**src/rtl/cpu_controller.sv**
```systemverilog
// cpu_controller
// Multi-cycle control unit for a small register-file/ALU datapath.
// It fetches 16-bit instructions from an async-read ROM into the IR,
// decodes them in a Moore FSM and drives every datapath control line.
//
// Handshake/timing contract: there is no valid/ready flow control.
// IM_rdata must be valid in the same cycle that PC_addr is presented.
// Data memory reads take one cycle, which is why LOAD uses two states.
// LOAD_A presents the address, and LOAD_B writes the returned data into the RF.
// Every control output is a pure function of (state, IR).
module cpu_controller #(
  parameter int PC_W      = 7,
  parameter int RF_ADDR_W = 5,
  parameter int D_ADDR_W  = 8
) (
  input  logic                 clk,
  input  logic                 reset,
  input  logic [15:0]          IM_rdata,
  output logic [PC_W-1:0]      PC_addr,
  output logic [15:0]          IR_out,
  output logic [3:0]           state_out,
  output logic [D_ADDR_W-1:0]  D_addr,
  output logic                 D_wr,
  output logic                 RF_s,
  output logic                 RF_W_en,
  output logic [RF_ADDR_W-1:0] RF_W_addr,
  output logic [RF_ADDR_W-1:0] RF_Ra_addr,
  output logic [RF_ADDR_W-1:0] RF_Rb_addr,
  output logic [2:0]           ALU_sel,
  output logic                 halted
);

  // FSM state encodings, which are visible on state_out for debug.
  localparam logic [3:0] S_INIT   = 4'd0;
  localparam logic [3:0] S_FETCH  = 4'd1;
  localparam logic [3:0] S_DECODE = 4'd2;
  localparam logic [3:0] S_NOOP   = 4'd3;
  localparam logic [3:0] S_LOAD_A = 4'd4;
  localparam logic [3:0] S_LOAD_B = 4'd5;
  localparam logic [3:0] S_STORE  = 4'd6;
  localparam logic [3:0] S_ADD    = 4'd7;
  localparam logic [3:0] S_SUB    = 4'd8;
  localparam logic [3:0] S_HALT   = 4'd9;

  // Opcodes held in IR[15:12]. Opcodes 0110 through 1111 decode as NOOP.
  localparam logic [3:0] OP_NOOP  = 4'b0000;
  localparam logic [3:0] OP_STORE = 4'b0001;
  localparam logic [3:0] OP_LOAD  = 4'b0010;
  localparam logic [3:0] OP_ADD   = 4'b0011;
  localparam logic [3:0] OP_SUB   = 4'b0100;
  localparam logic [3:0] OP_HALT  = 4'b0101;

  localparam logic [2:0] ALU_PASS = 3'b000;
  localparam logic [2:0] ALU_ADD  = 3'b001;
  localparam logic [2:0] ALU_SUB  = 3'b010;

  logic [3:0]      state;
  logic [3:0]      state_next;
  logic [PC_W-1:0] pc;
  logic [15:0]     ir;
  logic [3:0]      op;

  // Instruction fields, zero-extended or resized to the port widths.
  logic [RF_ADDR_W-1:0] f_ra;
  logic [RF_ADDR_W-1:0] f_rb;
  logic [RF_ADDR_W-1:0] f_rd;
  logic [D_ADDR_W-1:0]  f_store_addr;
  logic [D_ADDR_W-1:0]  f_load_addr;

  assign op           = ir[15:12];
  assign f_ra         = RF_ADDR_W'(ir[11:8]);
  assign f_rb         = RF_ADDR_W'(ir[7:4]);
  assign f_rd         = RF_ADDR_W'(ir[3:0]);
  assign f_store_addr = D_ADDR_W'(ir[7:0]);
  assign f_load_addr  = D_ADDR_W'(ir[11:4]);

  assign PC_addr   = pc;
  assign IR_out    = ir;
  assign state_out = state;

  // Next-state logic. Any undefined encoding falls back to INIT.
  always_comb begin
    state_next = S_INIT;
    case (state)
      S_INIT:   state_next = S_FETCH;
      S_FETCH:  state_next = S_DECODE;
      S_DECODE: begin
        case (op)
          OP_STORE: state_next = S_STORE;
          OP_LOAD:  state_next = S_LOAD_A;
          OP_ADD:   state_next = S_ADD;
          OP_SUB:   state_next = S_SUB;
          OP_HALT:  state_next = S_HALT;
          default:  state_next = S_NOOP;
        endcase
      end
      S_NOOP:   state_next = S_FETCH;
      S_LOAD_A: state_next = S_LOAD_B;
      S_LOAD_B: state_next = S_FETCH;
      S_STORE:  state_next = S_FETCH;
      S_ADD:    state_next = S_FETCH;
      S_SUB:    state_next = S_FETCH;
      S_HALT:   state_next = S_HALT;
      default:  state_next = S_INIT;
    endcase
  end

  // State register, which is cleared immediately by an asynchronous reset.
  always_ff @(posedge clk or posedge reset) begin
    if (reset) begin
      state <= S_INIT;
    end else begin
      state <= state_next;
    end
  end

  // PC and IR only change in FETCH, so they stay frozen in HALT.
  // The PC wraps naturally at 2^PC_W.
  always_ff @(posedge clk or posedge reset) begin
    if (reset) begin
      pc <= '0;
      ir <= '0;
    end else if (state == S_FETCH) begin
      ir <= IM_rdata;
      pc <= pc + PC_W'(1);
    end
  end

  // Moore output decode. Every control defaults to 0 and is raised only in its state.
  always_comb begin
    D_addr     = '0;
    D_wr       = 1'b0;
    RF_s       = 1'b0;
    RF_W_en    = 1'b0;
    RF_W_addr  = '0;
    RF_Ra_addr = '0;
    RF_Rb_addr = '0;
    ALU_sel    = ALU_PASS;
    halted     = 1'b0;
    case (state)
      S_DECODE: begin
        RF_Ra_addr = f_ra;
        RF_Rb_addr = f_rb;
      end
      S_STORE: begin
        D_addr     = f_store_addr;
        RF_Ra_addr = f_ra;
        D_wr       = 1'b1;
      end
      S_LOAD_A: begin
        D_addr    = f_load_addr;
        RF_s      = 1'b1;
        RF_W_addr = f_rd;
      end
      S_LOAD_B: begin
        D_addr    = f_load_addr;
        RF_s      = 1'b1;
        RF_W_addr = f_rd;
        RF_W_en   = 1'b1;
      end
      S_ADD: begin
        RF_Ra_addr = f_ra;
        RF_Rb_addr = f_rb;
        RF_W_addr  = f_rd;
        ALU_sel    = ALU_ADD;
        RF_W_en    = 1'b1;
      end
      S_SUB: begin
        RF_Ra_addr = f_ra;
        RF_Rb_addr = f_rb;
        RF_W_addr  = f_rd;
        ALU_sel    = ALU_SUB;
        RF_W_en    = 1'b1;
      end
      S_HALT: begin
        halted = 1'b1;
      end
      default: begin
      end
    endcase
  end

endmodule

```
**config.mk**
```make
export PLATFORM = sky130hd
export DESIGN_NAME = cpu_controller
export DESIGN_NICKNAME = d
export VERILOG_FILES = /design/src/rtl/cpu_controller.sv
export SDC_FILE = /design/constraint.sdc
export NUM_CORES = 1
export LEC_CHECK = 0
export BUFFER_PORTS_ARGS = -buffer_cell sky130_fd_sc_hd__buf_2
export CAP_MARGIN = 20
export CORE_ASPECT_RATIO = 1.5
export CORE_UTILIZATION = 45
export DETAILED_ROUTE_END_ITERATION = 7
export PLACE_DENSITY = 0.81
export REMOVE_ABC_BUFFERS = 1
export SLEW_MARGIN = 20
export SYNTH_ARGS = -nofsm -noshare
export SYNTH_HDL_FRONTEND = slang
export SYNTH_SLANG_ARGS = --single-unit
```
**constraint.sdc**
```tcl
create_clock -name clk -period 2.3 [get_ports clk]
set_input_delay 0.575 -clock clk [delete_from_list [all_inputs] [get_ports clk]]
set_output_delay 0.575 -clock clk [all_outputs]
set_load 0.02 [all_outputs]
```
==> impl_results.md, run 1 <==
* Antenna violations before repair at 0
* Clk buf depth at 2
* Post-route setup slack at 0.104 ns
* RD Place Congestion at 0.770
* DRT Pass-1 Iters at 6
* Pre-CTS setup slack at 0.325 ns
* Non-Filler Instances at 242
* Final Hold Slack at 0.340 ns
* Per-cell routed wire length at 14.1 um
* Clk sinks at 27
* Yosys cell types at 36
* Post-Syn Instances at 128
* Static Leak at 0.969 nW
* Inst Count DP at 238
* Diodes inserted at 0
* Synth top cells by count: dfrtp_1, mux2_2, a21boi_0, a22o_1, nor2b_1
* Area leader, netlist: dfrtp_1
* Pwr per Cell Area at 1500 mW/mm^2
* WP buf/inv at 2
* CP top delay family: flip-flops
* Slew Viols, Final at 0
* Clock-pin transition on the worst setup and hold timing paths at 0.09 ns
* IO Pins at 75
* Gr ovfl total at 0
* Final setup violation count at 0
* TritonCTS clock tree: done
* Htree depth at 1
* Die Wd at 48.6 um
* RSZ-0062 raised after global routing: true
* Period Utilization, post-route at 95.5%
* Worst EP arrival at 1.62 ns
* Post-Route WL at 3.41 mm
* Port Buffers at 70
* Design Area, Final at 0.00192 sq mm
* Crit Path Class: reg -> out
* Synth Area in Simple Gates at 16.3%
* Post-Synth XOR/XNOR Area at 4.77%
* Largest net degree at the start of global routing at 28
* DRC violations left at 0
* Post-synth EDFFs at 0
* Largest fanout on the critical path at 8
* Fin nets at 222
* Post-synthesis sequential area ratio at 46.0%
* Gr usage total at 19.9%
* Share of cells above drive strength 1 at 51.0%
* Initial Utilization at 46.9%
* Critical Path End Type: output pin
* CP Launch Type: register
* Post-route ant nets at 0
* FP Rows at 25
* WP data required at 1.73 ns
* Synth top area cells: dfrtp_1, mux2_2, a22o_1
* Total CTS buffers at 3
* Chip height at 71.9 um
* Postcts setup bufs at 0
* Yosys top cell area share at 46.0%
* Critical path's largest stage delay at 0.41 ns
* Wire length of the first global-routing pass at 5.37 mm
* Synth Area in Compound Gates at 13.6%
* Cell Area, Synth at 0.00147 sq mm
* Avg Cell Area, Syn at 11.5 sq um
* Vias in the first global route at 1143
* Clock Skews at 0.00175 ns
* Peak VDD IR at 0.966 mV
* 1st-iter DRT viols at 25
* Final min period at 2.20 ns
* Post-DP HPWL at 2.54 mm
* Adder-Cell Fraction of Synth Area at 0.853%
* Reg2Reg Setup Slack at 0.61 ns
* Largest family of logic cells by synthesized area: simple AND/OR/NAND/NOR gates
* Core Box Area at 0.00313 sq mm
* Achievable frequency at 455 MHz
* Total of warnings raised by yosys at 0
* P&R area growth vs syn at 30.9%
* Status: completed
* Hold buffers post-CTS at 0
* FFs w/ async S/R, synth at 100%
* Number of vias per cell at 5.21
* Fin. Hold Viols at 0
* Worst Hold Class: in -> async
* Ys flop type: dfrtp_1
* Via count at 1262
* Final core utilization at 61.4%
* # Max-Cap Violations at 0
* CTS resizes at 0
* CTS root buffer: clkbuf_8
* Mux share of post-synthesis cell area at 13.0%
* Crit-path slowest cell: dfrtp_1
* Most numerous cell in the Yosys netlist: dfrtp_1
* Number of synthesized register bits at 27
* Clock latency reported for the late side of the worst-skew pair at 0.27 ns
* Dpl cell area at 0.00186 sq mm
* Total Die Area at 0.00350 sq mm
* CP Cell Sequence: buf_4, and4b_1, a21oi_1, nor2b_1, buf_2
[final timing paths]
path	to	startpoint	cells past startpoint
setup / recovery	RF_Rb_addr[3]	state_out[1]$_DFF_PP0_	5
hold / removal	IR_out[10]$_DFFE_PP0P_	reset	3
setup reg to reg	IR_out[5]$_DFFE_PP0P_	state_out[1]$_DFF_PP0_	4
hold reg to reg	PC_addr[6]$_DFFE_PP0P_	PC_addr[6]$_DFFE_PP0P_	1
max in group asynchronous	state_out[0]$_DFF_PP0_	reset	3
min in group clk	PC_addr[6]$_DFFE_PP0P_	PC_addr[6]$_DFFE_PP0P_	1
[final cells by class]
cell class	instances	area (sq um)
clock buffers	3	41.3
clock inverters	1	8.76
flip-flops and latches	27	678
fillers	282	1210
repair buffers	77	403
multi-input cells	92	733
inverters	2	7.51
well taps	40	50.0
[through the flow]
step                      total power (W)  setup TNS (ns)
after floorplan                   0.00204               0
after global placement            0.00256               0
after detailed placement          0.00261               0
after CTS                         0.00289               0
after global routing              0.00306        -0.00540
final                             0.00289               0
[tightest hold or removal path: stages]
cell and delay (ns):
buf_2 0.09, inv_1 0.04, buf_4 0.32
[sequential cells by signal (all words and copies together), names as in the netlist]
register	count
state_out	4
IR_out	16
PC_addr	7
[cells in the final DEF (no fill, tap or decap), types with 2 or more instances in the layout]
master / instances
buf_2: 70
nor2b_1: 6
nor3b_1: 3
a22o_1: 8
nand3b_1: 2
a21boi_0: 6
clkbuf_8: 3
o21bai_1: 2
xnor2_1: 5
o21ai_0: 3
dfrtp_2: 2
buf_4: 7
nor3_1: 2
a21boi_1: 2
mux2_2: 17
a21oi_1: 3
conb_1: 4
nand4_1: 2
nand2b_1: 5
nor2_1: 2
dfrtp_1: 25
inv_1: 2
xor2_1: 3
nand2_1: 3
and3_1: 2
[metal layers]
metal / up-vias / wire length, um / global-route usage (%)
met2: 51 / 1820 / 36.1
met1: 597 / 1360 / 23.5
met3: 8 / 160 / 1.89
met5: - / 0 / 0
li1: 606 / - / -
met4: 0 / 68 / 9.15
[where the power goes]
| part | switching (W) | total (W) | internal, W |
|---|---|---|---|
| Sequential | 0.000290 | 0.000999 | 0.000710 |
| Clock | 0.000153 | 0.000281 | 0.000127 |
| Combinational | 0.000899 | 0.00161 | 0.000709 |
| Total | 0.00134 | 0.00289 | 0.00155 |
[cell families (layout without fill, tap and decap cells)]
| group | Yosys count | count (layout) |
|---|---|---|
| adders and majority gates | 1 | 1 |
| muxes | 17 | 17 |
| buffers and inverters | 12 | 83 |
| DFF | 27 | 27 |
| xor gates and xnor gates | 8 | 8 |
| other | 1 | 4 |
| and+or+nand+nor | 35 | 35 |
| AOI/OAI and AO/OA | 27 | 27 |
Power figures use the tool's default switching activity.
==> run 2: changes to the inputs <==
--- a/config.mk
+++ b/config.mk
@@ -7,7 +7,7 @@
 export LEC_CHECK = 0
 export BUFFER_PORTS_ARGS = -buffer_cell sky130_fd_sc_hd__buf_2
 export CAP_MARGIN = 20
-export CORE_ASPECT_RATIO = 1.5
+export CORE_ASPECT_RATIO = 0.9
 export CORE_UTILIZATION = 45
 export DETAILED_ROUTE_END_ITERATION = 7
 export PLACE_DENSITY = 0.81
==> impl_results.md, run 2 (synthesis gave the netlist of run 1 again) <==
* Status: completed
* Post-Route WL at 3.71 mm
* Wire length of the first global-routing pass at 6.03 mm
* Clock-pin transition on the worst setup and hold timing paths at 0.14 ns
* Fin nets at 224
* CP top delay family: flip-flops
* Pre-CTS setup slack at 0.313 ns
* DRT Pass-1 Iters at 5
* Die Wd at 62.2 um
* Clock Skews at 0.00784 ns
* Worst EP arrival at 1.67 ns
* Clk buf depth at 2
* Crit Path Class: reg -> out
* Inst Count DP at 240
* Chip height at 56.2 um
* Total Die Area at 0.00349 sq mm
* Worst path depth at 5
* Design Area, Final at 0.00197 sq mm
* Initial Utilization at 47.5%
* Final setup violation count at 0
* Reg2reg path depth at 4
* Via count at 1305
* Post-route setup slack at 0.0514 ns
* FP Rows at 19
* Clock latency reported for the late side of the worst-skew pair at 0.32 ns
* Reg2Reg Setup Slack at 0.69 ns
* DRC violations left at 0
* 1st-iter DRT viols at 36
* Dpl cell area at 0.00187 sq mm
* Diodes inserted at 0
* Clk sinks at 27
* Achievable frequency at 445 MHz
* Worst Hold Class: in -> async
* Largest fanout on the critical path at 13
* Max reg flops at 16
* CP Cell Sequence: buf_6, nor3b_2, o21bai_2, a21boi_1, buf_4
* Non-Filler Instances at 246
* Hold buffers post-CTS at 0
* Critical Path End Type: output pin
* Largest net degree at the start of global routing at 28
* Worst reg2reg path endpoint: IR_out[12]$_DFFE_PP0P_
* Number of vias per cell at 5.30
* Post-route ant nets at 0
* Gr usage total at 21.9%
* # Max-Cap Violations at 0
* CTS root buffer: clkbuf_4
* Critical path's largest stage delay at 0.45 ns
* Commonest non-fill, non-tap cell in the layout: buf_2
* Final min period at 2.25 ns
* RD Place Congestion at 0.769
* Most frequent cells in the layout: buf_2, dfrtp_1, mux2_2
* WP data required at 1.73 ns
* Vias in the first global route at 1264
* Antenna violations before repair at 0
* Slew Viols, Final at 0
* TritonCTS clock tree: done
* Peak VDD IR at 0.757 mV
* Pwr per Cell Area at 1480 mW/mm^2
* Post-DP HPWL at 2.78 mm
* WP buf/inv at 2
* Share of cells above drive strength 1 at 54.9%
* Final Hold Slack at 0.281 ns
* IO Pins at 75
* Total CTS buffers at 3
* Htree depth at 1
* Period Utilization, post-route at 97.8%
* Fin. Hold Viols at 0
* Gr ovfl total at 0
* Port Buffers at 70
* P&R area growth vs syn at 33.9%
* R2R Path Start: state_out[1]$_DFF_PP0_
* Per-cell routed wire length at 15.1 um
* Core Box Area at 0.00309 sq mm
* Total chip power at 0.00291 W
* Crit-path slowest cell: dfrtp_1
* CP Launch Type: register
* Static Leak at 0.979 nW
[run 2: worst max path at each step]
stage	end	slack (ns)	startpoint
6_report	RF_Ra_addr[0]	0.05	state_out[2]$_DFF_PP0_
5_1_grt	D_addr[5]	-0.02	state_out[1]$_DFF_PP0_
4_1_cts	RF_Ra_addr[2]	-0.03	state_out[2]$_DFF_PP0_
3_5_place_dp	RF_Ra_addr[0]	0.31	state_out[2]$_DFF_PP0_
3_3_place_gp	RF_Ra_addr[2]	0.39	state_out[2]$_DFF_PP0_
2_1_floorplan	D_addr[0]	0.03	state_out[1]$_DFF_PP0_
[run 2: repair_timing]
action | in CTS | in global routing
setup buffers | 0 | 1
gates cloned | 0 | 1
setup endpoints to repair | 8 | 18
endpoints found under the hold margin | 0 | 0
pin swaps | 0 | 1
resized for setup | 4 | 22
[run 2: layout make-up]
cell class	instances	area, sq um
fill	274	1120
tap	42	52.6
timing repair buffer	79	434
multi-input combinational	92	767
inverter	2	7.51
sequential	27	677
clock buffer	3	22.5
clock inverter	1	5.00
[run 2: where the power goes]
part	leakage (nW)	internal [W]	total, W	switching (W)
sequential	0.323	0.000707	0.00101	0.000307
clock	0.0177	0.0000651	0.000200	0.000135
combinational	0.638	0.000764	0.00170	0.000935
[run 2: per-layer routing]
metal | vias up | global-route usage, % | share of wire, %
li1 | 609 | - | -
met5 | - | 0 | 0
met3 | 9 | 3.07 | 4.7
met2 | 54 | 39.4 | 51
met4 | 0 | 7.97 | 2.3
met1 | 633 | 26.9 | 42
[run 2: metrics by stage]
stage	utilization [%]	setup TNS, ns
finish	63.6	0
global route	63.6	-0.0669
CTS	61.5	-0.0627
detailed placement	60.4	0
global placement	60.4	0
floorplan	-	0
[run 2: tightest hold or removal path: stages]
cell and delay (ns):
buf_2 0.09, inv_1 0.04, buf_4 0.31
